[src/rtl/pcie_tlp_pkg.sv]
// rtl/pcie_tlp_pkg.sv - TLP kind enum, DW0 fmt/type codes, stream beat type and decode helpers
package pcie_tlp_pkg;

  localparam int TLP_DATA_W = 64;
  localparam int TLP_KEEP_W = TLP_DATA_W / 8;

  localparam logic [2:0] FMT_3DW_ND = 3'b000;
  localparam logic [2:0] FMT_4DW_ND = 3'b001;
  localparam logic [2:0] FMT_3DW_D  = 3'b010;
  localparam logic [2:0] FMT_4DW_D  = 3'b011;
  localparam logic [4:0] TYPE_MEM   = 5'b00000;
  localparam logic [4:0] TYPE_CPL   = 5'b01010;

  typedef enum logic [2:0] {OTHER, MRD, MWR, CPL, CPLD} tlp_kind_e;

  typedef struct packed {
    logic [TLP_DATA_W-1:0] data;
    logic [TLP_KEEP_W-1:0] keep;
    logic                  sop;
    logic                  eop;
  } stream_beat_t;

  // byte0 is DW0[31:24]: fmt in [7:5], type in [4:0]
  function automatic tlp_kind_e decode_kind(input logic [7:0] byte0);
    logic [2:0] fmt;
    logic [4:0] typ;
    fmt = byte0[7:5];
    typ = byte0[4:0];
    decode_kind = OTHER;
    if (typ == TYPE_MEM && (fmt == FMT_3DW_ND || fmt == FMT_4DW_ND)) decode_kind = MRD;
    else if (typ == TYPE_MEM && (fmt == FMT_3DW_D || fmt == FMT_4DW_D)) decode_kind = MWR;
    else if (typ == TYPE_CPL && fmt == FMT_3DW_ND) decode_kind = CPL;
    else if (typ == TYPE_CPL && fmt == FMT_3DW_D) decode_kind = CPLD;
  endfunction

  function automatic logic [15:0] keep_dws(input logic [TLP_KEEP_W-1:0] keep);
    int n;
    n = 0;
    for (int i = 0; i < TLP_KEEP_W; i++) begin
      if (keep[i]) n++;
    end
    return 16'(n >> 2);
  endfunction

  function automatic logic [15:0] tlp_expected_dws(input logic [31:0] dw0);
    logic [15:0] pay;
    pay = (dw0[9:0] == 10'd0) ? 16'd1024 : {6'd0, dw0[9:0]};
    return (dw0[29] ? 16'd4 : 16'd3) + (dw0[30] ? pay : 16'd0);
  endfunction

endpackage

[src/rtl/ingress_tlp_router_if.sv]
// rtl/ingress_tlp_router_if.sv - framed TLP stream (tdata/tkeep/sop/eop/tvalid/tready) with packet kind
interface ingress_tlp_router_if;
  import pcie_tlp_pkg::*;

  logic                  tready;
  logic [TLP_DATA_W-1:0] tdata;
  logic [TLP_KEEP_W-1:0] tkeep;
  logic                  sop;
  logic                  eop;
  logic                  tvalid;
  tlp_kind_e             kind;

  // kind is only meaningful on router outputs, so the consumer side omits it
  modport master (output tdata, tkeep, sop, eop, tvalid, kind, input tready);
  modport slave  (input tdata, tkeep, sop, eop, tvalid, output tready);

endinterface

[src/rtl/axis_skid_buf.sv]
// rtl/axis_skid_buf.sv - 2-entry registered skid carrying a stream beat plus its TLP kind
module axis_skid_buf import pcie_tlp_pkg::*; (
  input  logic         clk,
  input  logic         rst,
  input  stream_beat_t in_beat,
  input  tlp_kind_e    in_kind,
  input  logic         in_valid,
  output logic         in_ready,
  output stream_beat_t out_beat,
  output tlp_kind_e    out_kind,
  output logic         out_valid,
  input  logic         out_ready
);

  stream_beat_t skid_beat;
  tlp_kind_e    skid_kind;
  logic         skid_valid;
  logic         main_free;

  // ready is purely registered, so upstream never sees a path from out_ready
  assign in_ready  = !skid_valid;
  assign main_free = !out_valid || out_ready;

  always_ff @(posedge clk) begin
    if (rst) begin
      out_beat   <= '0;
      out_kind   <= OTHER;
      out_valid  <= 1'b0;
      skid_beat  <= '0;
      skid_kind  <= OTHER;
      skid_valid <= 1'b0;
    end else if (main_free) begin
      if (skid_valid) begin
        out_beat   <= skid_beat;
        out_kind   <= skid_kind;
        out_valid  <= 1'b1;
        skid_valid <= 1'b0;
      end else begin
        out_valid <= in_valid;
        if (in_valid) begin
          out_beat <= in_beat;
          out_kind <= in_kind;
        end
      end
    end else if (in_valid && in_ready) begin
      skid_beat  <= in_beat;
      skid_kind  <= in_kind;
      skid_valid <= 1'b1;
    end
  end

endmodule

[src/rtl/ingress_tlp_router.sv]
// rtl/ingress_tlp_router.sv - routes framed TLPs to request/completion ports; optional INGRESS_TLP_ROUTER_LEN_CHECK_EN
module ingress_tlp_router import pcie_tlp_pkg::*; #(
  parameter int DATA_W = TLP_DATA_W,
  parameter int KEEP_W = TLP_KEEP_W,
  parameter int CNT_W  = 32
) (
  input  logic                 clk,
  input  logic                 rst,
  ingress_tlp_router_if.slave  s_axis,
  ingress_tlp_router_if.master m_req,
  ingress_tlp_router_if.master m_cpl,
  output logic [CNT_W-1:0]     drop_cnt,
  output logic                 err_seq
);

  typedef enum logic [1:0] {ST_IDLE, ST_REQ, ST_CPL, ST_DROP} state_e;

  state_e            state, state_nxt, sop_route, route;
  tlp_kind_e         sop_kind, pkt_kind, beat_kind;
  logic [DATA_W-1:0] in_data;
  logic [KEEP_W-1:0] in_keep;
  stream_beat_t      in_beat, req_beat, cpl_beat;
  logic              in_hs, req_valid, cpl_valid, req_ready, cpl_ready;
  logic              err_now, drop_hit, len_err;

  assign in_data   = s_axis.tdata;
  assign in_keep   = s_axis.tkeep;
  assign in_beat   = '{data: in_data, keep: in_keep, sop: s_axis.sop, eop: s_axis.eop};
  assign sop_kind  = decode_kind(in_data[31:24]);
  assign sop_route = (sop_kind == MRD || sop_kind == MWR) ? ST_REQ :
                     (sop_kind == CPL || sop_kind == CPLD) ? ST_CPL : ST_DROP;
  // a sop beat always starts a new packet, even mid-packet; non-sop beats in IDLE go nowhere
  assign route     = s_axis.sop ? sop_route : state;

  always_ff @(posedge clk) begin
    if (rst) begin
      state    <= ST_IDLE;
      pkt_kind <= OTHER;
      drop_cnt <= '0;
      err_seq  <= 1'b0;
    end else begin
      state <= state_nxt;
      if (in_hs && s_axis.sop) pkt_kind <= sop_kind;
      if (drop_hit && !(&drop_cnt)) drop_cnt <= drop_cnt + CNT_W'(1);
      err_seq <= err_now || len_err;
    end
  end

  always_comb begin
    state_nxt = state;
    if (in_hs) begin
      if (s_axis.eop)      state_nxt = ST_IDLE;
      else if (s_axis.sop) state_nxt = sop_route;
    end
  end

  always_comb begin
    beat_kind = s_axis.sop ? sop_kind : pkt_kind;
    req_valid = s_axis.tvalid && (route == ST_REQ);
    cpl_valid = s_axis.tvalid && (route == ST_CPL);
    case (route)
      ST_REQ:  s_axis.tready = req_ready;
      ST_CPL:  s_axis.tready = cpl_ready;
      default: s_axis.tready = 1'b1;
    endcase
    in_hs    = s_axis.tvalid && s_axis.tready;
    err_now  = in_hs && (s_axis.sop ? (state != ST_IDLE) : (state == ST_IDLE));
    drop_hit = in_hs && s_axis.sop && (sop_route == ST_DROP);
  end

`ifdef INGRESS_TLP_ROUTER_LEN_CHECK_EN
  logic [15:0] dw_seen, dw_want, dw_total, want_now;

  assign dw_total = (s_axis.sop ? 16'd0 : dw_seen) + keep_dws(in_keep);
  assign want_now = s_axis.sop ? tlp_expected_dws(in_data[31:0]) : dw_want;
  assign len_err  = in_hs && s_axis.eop && (route != ST_IDLE) && (dw_total != want_now);

  always_ff @(posedge clk) begin
    if (rst) begin
      dw_seen <= '0;
      dw_want <= '0;
    end else if (in_hs) begin
      dw_seen <= dw_total;
      dw_want <= want_now;
    end
  end
`else
  assign len_err = 1'b0;
`endif

  axis_skid_buf u_req_skid (
    .clk       (clk),
    .rst       (rst),
    .in_beat   (in_beat),
    .in_kind   (beat_kind),
    .in_valid  (req_valid),
    .in_ready  (req_ready),
    .out_beat  (req_beat),
    .out_kind  (m_req.kind),
    .out_valid (m_req.tvalid),
    .out_ready (m_req.tready)
  );

  axis_skid_buf u_cpl_skid (
    .clk       (clk),
    .rst       (rst),
    .in_beat   (in_beat),
    .in_kind   (beat_kind),
    .in_valid  (cpl_valid),
    .in_ready  (cpl_ready),
    .out_beat  (cpl_beat),
    .out_kind  (m_cpl.kind),
    .out_valid (m_cpl.tvalid),
    .out_ready (m_cpl.tready)
  );

  assign m_req.tdata = req_beat.data;
  assign m_req.tkeep = req_beat.keep;
  assign m_req.sop   = req_beat.sop;
  assign m_req.eop   = req_beat.eop;
  assign m_cpl.tdata = cpl_beat.data;
  assign m_cpl.tkeep = cpl_beat.keep;
  assign m_cpl.sop   = cpl_beat.sop;
  assign m_cpl.eop   = cpl_beat.eop;

endmodule

[src/flat_wrapper.sv]
// flat-port wrapper written by rule: the top's interface ports become plain ports
module ingress_tlp_router_flat import pcie_tlp_pkg::*;
#(
  parameter int DATA_W = TLP_DATA_W,
  parameter int KEEP_W = TLP_KEEP_W,
  parameter int CNT_W  = 32
)
  (clk, rst, drop_cnt, err_seq, s_axis_tdata, s_axis_tkeep, s_axis_sop, s_axis_eop, s_axis_tvalid, s_axis_tready, m_req_tdata, m_req_tkeep, m_req_sop, m_req_eop, m_req_tvalid, m_req_kind, m_req_tready, m_cpl_tdata, m_cpl_tkeep, m_cpl_sop, m_cpl_eop, m_cpl_tvalid, m_cpl_kind, m_cpl_tready);
  ingress_tlp_router_if s_axis_i ();
  ingress_tlp_router_if m_req_i ();
  ingress_tlp_router_if m_cpl_i ();
  input  logic clk;
  input  logic rst;
  output logic [CNT_W-1:0] drop_cnt;
  output logic err_seq;
  input wire logic [$bits(s_axis_i.tdata)-1:0] s_axis_tdata;
  input wire logic [$bits(s_axis_i.tkeep)-1:0] s_axis_tkeep;
  input wire logic [$bits(s_axis_i.sop)-1:0] s_axis_sop;
  input wire logic [$bits(s_axis_i.eop)-1:0] s_axis_eop;
  input wire logic [$bits(s_axis_i.tvalid)-1:0] s_axis_tvalid;
  output wire logic [$bits(s_axis_i.tready)-1:0] s_axis_tready;
  output wire logic [$bits(m_req_i.tdata)-1:0] m_req_tdata;
  output wire logic [$bits(m_req_i.tkeep)-1:0] m_req_tkeep;
  output wire logic [$bits(m_req_i.sop)-1:0] m_req_sop;
  output wire logic [$bits(m_req_i.eop)-1:0] m_req_eop;
  output wire logic [$bits(m_req_i.tvalid)-1:0] m_req_tvalid;
  output wire logic [$bits(m_req_i.kind)-1:0] m_req_kind;
  input wire logic [$bits(m_req_i.tready)-1:0] m_req_tready;
  output wire logic [$bits(m_cpl_i.tdata)-1:0] m_cpl_tdata;
  output wire logic [$bits(m_cpl_i.tkeep)-1:0] m_cpl_tkeep;
  output wire logic [$bits(m_cpl_i.sop)-1:0] m_cpl_sop;
  output wire logic [$bits(m_cpl_i.eop)-1:0] m_cpl_eop;
  output wire logic [$bits(m_cpl_i.tvalid)-1:0] m_cpl_tvalid;
  output wire logic [$bits(m_cpl_i.kind)-1:0] m_cpl_kind;
  input wire logic [$bits(m_cpl_i.tready)-1:0] m_cpl_tready;
  assign s_axis_i.tdata = s_axis_tdata;
  assign s_axis_i.tkeep = s_axis_tkeep;
  assign s_axis_i.sop = s_axis_sop;
  assign s_axis_i.eop = s_axis_eop;
  assign s_axis_i.tvalid = s_axis_tvalid;
  assign s_axis_tready = s_axis_i.tready;
  assign m_req_tdata = m_req_i.tdata;
  assign m_req_tkeep = m_req_i.tkeep;
  assign m_req_sop = m_req_i.sop;
  assign m_req_eop = m_req_i.eop;
  assign m_req_tvalid = m_req_i.tvalid;
  assign m_req_kind = m_req_i.kind;
  assign m_req_i.tready = m_req_tready;
  assign m_cpl_tdata = m_cpl_i.tdata;
  assign m_cpl_tkeep = m_cpl_i.tkeep;
  assign m_cpl_sop = m_cpl_i.sop;
  assign m_cpl_eop = m_cpl_i.eop;
  assign m_cpl_tvalid = m_cpl_i.tvalid;
  assign m_cpl_kind = m_cpl_i.kind;
  assign m_cpl_i.tready = m_cpl_tready;
  ingress_tlp_router #(.DATA_W(DATA_W), .KEEP_W(KEEP_W), .CNT_W(CNT_W)) u_core (.clk(clk), .rst(rst), .s_axis(s_axis_i), .m_req(m_req_i), .m_cpl(m_cpl_i), .drop_cnt(drop_cnt), .err_seq(err_seq));
endmodule
[config.mk]
export PLATFORM = sky130hd
export DESIGN_NAME = ingress_tlp_router_flat
export DESIGN_NICKNAME = d
export VERILOG_FILES = /design/src/rtl/pcie_tlp_pkg.sv /design/src/rtl/ingress_tlp_router_if.sv /design/src/rtl/axis_skid_buf.sv /design/src/rtl/ingress_tlp_router.sv /design/src/flat_wrapper.sv
export SDC_FILE = /design/constraint.sdc
export NUM_CORES = 1
export LEC_CHECK = 0
export ABC_CLOCK_PERIOD_IN_PS = 3140
export BUFFER_PORTS_ARGS = -buffer_cell sky130_fd_sc_hd__buf_4
export CAP_MARGIN = 20
export CORE_AREA = 2 2 220 222
export DETAILED_ROUTE_END_ITERATION = 16
export DIE_AREA = 0 0 222 224
export GPL_TIMING_DRIVEN = 0
export MAX_ROUTING_LAYER = met4
export PLACE_DENSITY = 0.55
export SYNTH_ARGS = -nofsm -noshare
export SYNTH_HDL_FRONTEND = slang
export SYNTH_SLANG_ARGS = --single-unit
[constraint.sdc]
create_clock -name clk -period 3.14 [get_ports clk]
set_input_delay 0.471 -clock clk [delete_from_list [all_inputs] [get_ports clk]]
set_output_delay 0.471 -clock clk [all_outputs]
set_load 0.01 [all_outputs]
======== Word-level counts from Yosys, hierarchy flattened ========
Index checks and enable logic that the tools add are counted.
word-level totals
  register bits after elaboration ......... 350
  latch bits .............................. 0
  RAM bits ................................ 0
  ROM bits ................................ 0
  logic and storage cells ................. 100
  memories ................................ 0
cells by class
  $add $sub $neg .......................... 1
  multiply operators ...................... 0
  divide/modulo/power cells ............... 0
  magnitude comparators ................... 0
  equal/unequal tests ..................... 11
  shift-type cells ........................ 0
  muxes and demuxes ....................... 21
  bitwise logic cells ..................... 2
  reductions and logical operators ........ 37
operators by type and width
  operator                 number
  $mux W74                 4
  $add A32 B1 Y32 const B  1
  $reduce_and A32 Y1       1
  $mux W3                  9
  $logic_and A1 B1 Y1      13
  $eq A3 B2 Y1 const B     4
  $reduce_and A2 Y1        4
  $eq A3 B1 Y1 const B     2
  $logic_or A1 B1 Y1       6
  $mux W2                  3
  $reduce_bool A2 Y1       3
  $eq A5 B4 Y1 const B     1
  $logic_not A1 Y1         5
  $logic_not A5 Y1         1
  $eq A2 B2 Y1 const B     2
  $mux W1                  4
  $reduce_or A2 Y1         2
  $eq A3 B3 Y1 const B     1
  $logic_not A3 Y1         1
  $eq A2 B1 Y1 const B     1
  $logic_not A2 Y1         1
  $not A1 Y1               2
  $pmux W1 S2              1

======== Depth between registers and ports, before layout ========
  depth in word-level cells ............... 17
  depth in mapped cells ................... 13
  depth with buffers taken out ............ 10

======== Cells and area by module ========
From an unflattened synthesis, not the netlist that was laid out.
second synthesis, totals
  cells, all modules ...................... 1656
  area total of the unflattened synthesis .. 14863.0 µm²
modules (own cells, without submodules)
  module              times used  cells each  area each (µm²)
  axis_skid_buf       2           698         6344.8
  ingress_tlp_router  1           260         2173.3

======== Worst setup path after synthesis ========
OpenSTA, ideal clock, no wires.
  kind .................................... in2reg
  start ................................... input port s_axis_tdata[24]
  end ..................................... register u_core.drop_cnt[28]
  data arrival time ....................... 2832 ps
  data required time ...................... 3070 ps
  slack ................................... 237 ps
  cell stages on the path ................. 10
  buffers on the path ..................... 1
  cell sequence ........................... nor4_2 > a21oi_1 > a21oi_1 > ha_1 > nor2b_1 > o311a_2 > nand3_1 > buf_2 > or4_1 > a21oi_1
on the way
  longest elaborated chain between the ends .. 17
  elaborated cells on any way between the ends .. 27
ends and longest elaborated chain
  element                                              line                                    RTL
  start: declaration                                   flat_wrapper.sv:16                      input wire logic [$bits(s_axis_i.tdata)-1:0] s_axis_tdata;
  $eq A5 B4 Y1                                         pcie_tlp_pkg.sv:32, pcie_tlp_pkg.sv:33
  $logic_and A1 B1 Y1                                  pcie_tlp_pkg.sv:33                      else if (typ == TYPE_CPL && fmt == FMT_3DW_D) decode_kind = CPLD;
  $mux W3                                              pcie_tlp_pkg.sv:33
  $mux W3                                              pcie_tlp_pkg.sv:32                      else if (typ == TYPE_CPL && fmt == FMT_3DW_ND) decode_kind = CPL;
  $mux W3                                              pcie_tlp_pkg.sv:31                      else if (typ == TYPE_MEM && (fmt == FMT_3DW_D || fmt == FMT_4DW_D)) decode_kind = MWR;
  $mux W3 (*)                                          pcie_tlp_pkg.sv:30                      if (typ == TYPE_MEM && (fmt == FMT_3DW_ND || fmt == FMT_4DW_ND)) decode_kind = MRD;
  $eq A3 B2 Y1 / $eq A3 B3 Y1 (equally long branches)  ingress_tlp_router.sv:31                (sop_kind == CPL || sop_kind == CPLD) ? ST_CPL : ST_DROP;
  $logic_or A1 B1 Y1                                   ingress_tlp_router.sv:31
  $mux W1                                              ingress_tlp_router.sv:31
  $mux W2 (*)                                          ingress_tlp_router.sv:30                assign sop_route = (sop_kind == MRD || sop_kind == MWR) ? ST_REQ :
  $mux W2                                              ingress_tlp_router.sv:33                assign route = s_axis.sop ? sop_route : state;
  $eq A2 B2 Y1 / $eq A2 B1 Y1 (equally long branches)  ingress_tlp_router.sv:61                case (route)
  $pmux W1 S2                                          ingress_tlp_router.sv:61
  $logic_and A1 B1 Y1                                  ingress_tlp_router.sv:66                in_hs = s_axis.tvalid && s_axis.tready;
  $logic_and A1 B1 Y1                                  ingress_tlp_router.sv:68                drop_hit = in_hs && s_axis.sop && (sop_route == ST_DROP);
  $logic_and A1 B1 Y1 (*)                              ingress_tlp_router.sv:68
  $logic_and A1 B1 Y1 (*)                              ingress_tlp_router.sv:44                if (drop_hit && !(&drop_cnt)) drop_cnt <= drop_cnt + CNT_W'(1);
  end signal: assignment                               ingress_tlp_router.sv:44
  end: declaration                                     ingress_tlp_router.sv:12                output logic [CNT_W-1:0] drop_cnt,
Mark *: on every way between the ends. The rest lies on a longest branch, timed or not.
A chain may end at the register's enable or synchronous reset.

======== Worst setup path after layout ========
  start ................................... input port s_axis_tdata[31]
  end ..................................... output port s_axis_tready
on the way
  longest elaborated chain between the ends .. 13
  elaborated cells on any way between the ends .. 26
ends and longest elaborated chain
  element                                              line                                    RTL
  $eq A3 B2 Y1                                         pcie_tlp_pkg.sv:31, pcie_tlp_pkg.sv:33
  $logic_and A1 B1 Y1                                  pcie_tlp_pkg.sv:33
  $mux W3                                              pcie_tlp_pkg.sv:33
  $mux W3                                              pcie_tlp_pkg.sv:32
  $mux W3                                              pcie_tlp_pkg.sv:31
  $mux W3 (*)                                          pcie_tlp_pkg.sv:30
  $eq A3 B2 Y1 / $eq A3 B3 Y1 (equally long branches)  ingress_tlp_router.sv:31
  $logic_or A1 B1 Y1                                   ingress_tlp_router.sv:31
  $mux W1                                              ingress_tlp_router.sv:31
  $mux W2 (*)                                          ingress_tlp_router.sv:30
  $mux W2 (*)                                          ingress_tlp_router.sv:33
  $eq A2 B2 Y1 / $eq A2 B1 Y1 (equally long branches)  ingress_tlp_router.sv:61
  $pmux W1 S2 (*)                                      ingress_tlp_router.sv:61
  end: declaration                                     flat_wrapper.sv:21                      output wire logic [$bits(s_axis_i.tready)-1:0] s_axis_tready;
Marks and branches as above.

==> impl_metrics.json <==
{
  "synth-xor-area-share_pct": 0.124,
  "grt_pass1_wl_um": 71900,
  "hold_viol_final": 0,
  "ios": 269,
  "drtIter0Drc": 656,
  "grt_pass1_vias": 12137,
  "synth_compound_area_share_pct": 17.7,
  "gr-total-overflow": 0,
  "synth.distinct_cells": 51,
  "wl_met1_um": 21600,
  "avgViaCountPerCell": 4.89,
  "start_kind": "input pin",
  "row_count": 80,
  "ctsHoldBuffers": 0,
  "async_reset_ff_share_pct": 0,
  "synth_ff_type": "dfxtp_1",
  "seq_power_share_pct": 45.1,
  "p_total_mw": 10.3,
  "cts_max_level": 2,
  "p_sw_share_pct": 24.2,
  "final_common_cell": "dfxtp_1",
  "cp_slowest_cell": "or3_1",
  "crit_chain": "buf_4, nor4_4, buf_4, a21oi_1, a21oi_1, inv_1, ha_1, nor2b_1, or3_1, buf_4",
  "switching_power_mw": 2.50,
  "worstMarginPinSlew_ns": 1.10,
  "slew_viol_final": 0,
  "cp_data_arrival_time_ns": 2.40,
  "outcome": "completed",
  "root_buffer": "clkbuf_16",
  "crit_fanout": 6,
  "final_cell_mix": "dfxtp_1, nand2_1, buf_4",
  "yosys.area_share.adder_pct": 0.267,
  "clockPowerShare_pct": 46.3,
  "slew_headroom_pct": 26.7,
  "end_kind": "output port",
  "min_path_cells": 3,
  "area_growth_pct": 30.0,
  "synth-seq-cells": 350,
  "nets": 2025,
  "drt_pre_antenna_iters": 7,
  "synth-seq-area-share_pct": 49.8,
  "gp_congestion": 0.805,
  "powerDensity_nw_per_um2": 565,
  "fin_crit_sh_pct": 91.5,
  "wire_per_inst_um": 18.2,
  "crit_type": "in2out",
  "fin_setup_tns_ns": 0,
  "port_buffers": 266,
  "met3_length_um": 2910,
  "clkTransAtPathRegs_ns": 0.06,
  "initial_core_util_pct": 29.7,
  "wl_met2_um": 21700,
  "numClockSinks": 350,
  "cts_tree": "built",
  "vias": 12646,
  "rsz0062_at_grt": "false",
  "maxCapViolCount": 0,
  "multi_input_area_sq_um": 6520,
  "skew_ns": 0.0180,
  "cp_data_required_time_ns": 2.67,
  "highest_layer": "met4",
  "r2r_slack_ns": 0.59,
  "synth_fp_nets": 1712,
  "setup_viol": 0,
  "core_sq_um": 47300,
  "layout-drive-gt1-share_pct": 19.2,
  "hpwl_um": 34900,
  "rr_worst_depth": 10,
  "fin_hold_ws_ns": 0.179,
  "peakVddDrop_uv": 281,
  "placed_cell_area_sq_um": 16900,
  "syn-cell-area_sq_um": 14100,
  "reg2reg_from": "u_core.state[0]",
  "slowest_delay_ns": 0.37,
  "period_needed_ns": 2.87,
  "combPwrFrac_pct": 8.6,
  "synth_top_family_by_area": "compound AO/OA/AOI/OAI gates",
  "drc": 0,
  "synth_cells": 1630,
  "hold_end": "u_core.u_cpl_skid.skid_beat[72]",
  "instances_no_fill": 2587,
  "die_w_um": 222,
  "antenna_found_initial": 2,
  "ys.warnings.count": 0,
  "antenna_left": 0,
  "reg2reg_to": "u_core.drop_cnt[22]",
  "grt_max_degree": 13,
  "n_fill_cell": 4845,
  "cellInternalPower_mw": 7.84,
  "synthSimpleGateAreaFrac_pct": 17.4,
  "grt_usage_pct": 19.1,
  "hold_class": "in2reg",
  "routed_wl_um": 47000,
  "dp.cells": 2515,
  "worst_skew_pair.late_latency_ns": 0.56,
  "synth.area.mux_share_pct": 10.7,
  "numCtsBuffers": 42,
  "cp_common_cell": "buf_4",
  "fin_area_sq_um": 18300,
  "syn_avg_cell_area_sq_um": 8.63,
  "clk_path_buf_depth": 3,
  "die_height_um": 224,
  "fmax_ghz": 0.348,
  "p_leak_nw": 6.34,
  "layout.area.seq_sq_um": 7010,
  "synth_edf_count": 0,
  "fp.dieArea_sq_um": 49700,
  "min_from": "s_axis_tdata[62]"
}
==> layer usage <==
metal | up-vias | track usage (%)
li1 | 6310 | -
met1 | 5953 | 24.4
met2 | 329 | 30.7
met3 | 54 | 4.39
met4 | 0 | 4.21
met5 | - | -
==> power by group through the flow <==
stage          Combinational, mW  Sequential [mW]  Clock (mW)
5_1_grt                    0.982             4.68        5.10
3_3_place_gp               0.886             4.76           0
2_1_floorplan              0.365             4.79           0
6_report                   0.893             4.66        4.79
4_1_cts                    0.906             4.66        4.93
3_5_place_dp               0.901             4.76           0
==> kinds of logic (layout without fill, tap and decap cells) <==
group                    after synthesis  count (layout)
AO/OA/AOI/OAI                        397             397
XOR/XNOR                               2               2
adder cells (fa/ha/maj)                3               3
buffers and inverters                143             484
flip-flops                           350             350
multiplexers                         150             150
other                                  0               1
AND/OR/NAND/NOR                      585             585
==> state kept, by name, summed over array words and instances (netlist names) <==
register / count
u_core.err_seq: 1
u_core.u_cpl_skid.out_kind: 3
u_core.pkt_kind: 3
u_core.u_cpl_skid.out_beat: 74
u_core.u_cpl_skid.skid_valid: 1
u_core.u_cpl_skid.skid_kind: 3
u_core.u_req_skid.skid_kind: 3
u_core.u_req_skid.out_kind: 3
u_core.u_cpl_skid.out_valid: 1
u_core.u_req_skid.out_valid: 1
u_core.state: 2
u_core.u_req_skid.skid_beat: 74
u_core.u_req_skid.out_beat: 74
u_core.u_req_skid.skid_valid: 1
u_core.u_cpl_skid.skid_beat: 74
u_core.drop_cnt: 32
==> metrics by stage <==
stage / setup slack (ns) / util (%)
6_report: 0.267 / 38.6
5_1_grt: 0.0549 / 38.6
4_1_cts: 0.00452 / 38.6
3_5_place_dp: -1.54 / 35.7
3_3_place_gp: -2.12 / 35.6
2_1_floorplan: 0.237 / -
==> timing repair <==
item	in CTS	in global routing
endpoints found under the setup margin	258	238
gates resized for setup	13	27
gates cloned	0	0
pin swaps	0	1
setup buffers	0	1
==> synthesized netlist by cell type, drive strengths merged, types with 2 or more instances <==
| cell | count | area, sq um |
|---|---|---|
| nand4 | 13 | 93.8 |
| buf | 27 | 135 |
| a311oi | 3 | 26.3 |
| a21boi | 2 | 15.0 |
| o31ai | 12 | 90.1 |
| and4 | 4 | 35.0 |
| nand2b | 5 | 31.3 |
| o21ai | 23 | 126 |
| nor3 | 12 | 65.1 |
| nor4 | 2 | 18.8 |
| mux2i | 150 | 1500 |
| o211ai | 2 | 15.0 |
| ha | 3 | 37.5 |
| a211oi | 150 | 1130 |
| or3 | 24 | 155 |
| and2 | 3 | 18.8 |
| and3 | 2 | 12.5 |
| a21oi | 192 | 968 |
| inv | 10 | 37.5 |
| or4 | 10 | 75.1 |
| nor2 | 169 | 634 |
| nor2b | 3 | 18.8 |
| dfxtp | 350 | 7010 |
| nand3 | 11 | 55.1 |
| a31oi | 2 | 12.5 |
| clkbuf | 106 | 398 |
| o21bai | 2 | 15.0 |
| nand2 | 325 | 1220 |
| o311ai | 2 | 35.0 |
==> worst max-delay path, delay by kind of cell <==
family          cells  cell delay (ns)
compound gates      2             0.33
simple gates        3             0.78
buf+inv             4             0.61
fa+ha+maj           1             0.21
==> layout make-up <==
cell class              instances  area share, %
diodes                          1         0.0137
clock buffers                  65           7.04
well taps                     615           4.21
inverters                      10          0.205
flip-flops and latches        350           38.3
plain buffers                 131           3.04
repair buffers                271           11.2
clock inverters                 7          0.362
multi-input cells            1137           35.6
==> how the worst max path moves through the flow <==
stage,slack (ns),cells past startpoint,endpoint,from
final,0.27,10,s_axis_tready,s_axis_tdata[31]
after global routing,0.05,14,u_core.drop_cnt[12],s_axis_tdata[31]
after CTS,0.005,11,u_core.u_cpl_skid.out_beat[13],s_axis_tdata[24]
after detailed placement,-1.54,11,u_core.u_cpl_skid.out_beat[69],s_axis_tdata[24]
after global placement,-2.12,11,u_core.u_req_skid.out_beat[13],s_axis_tdata[24]
after floorplan,0.24,10,u_core.drop_cnt[28],s_axis_tdata[24]
Note: power is estimated with default switching activity, not from simulation.
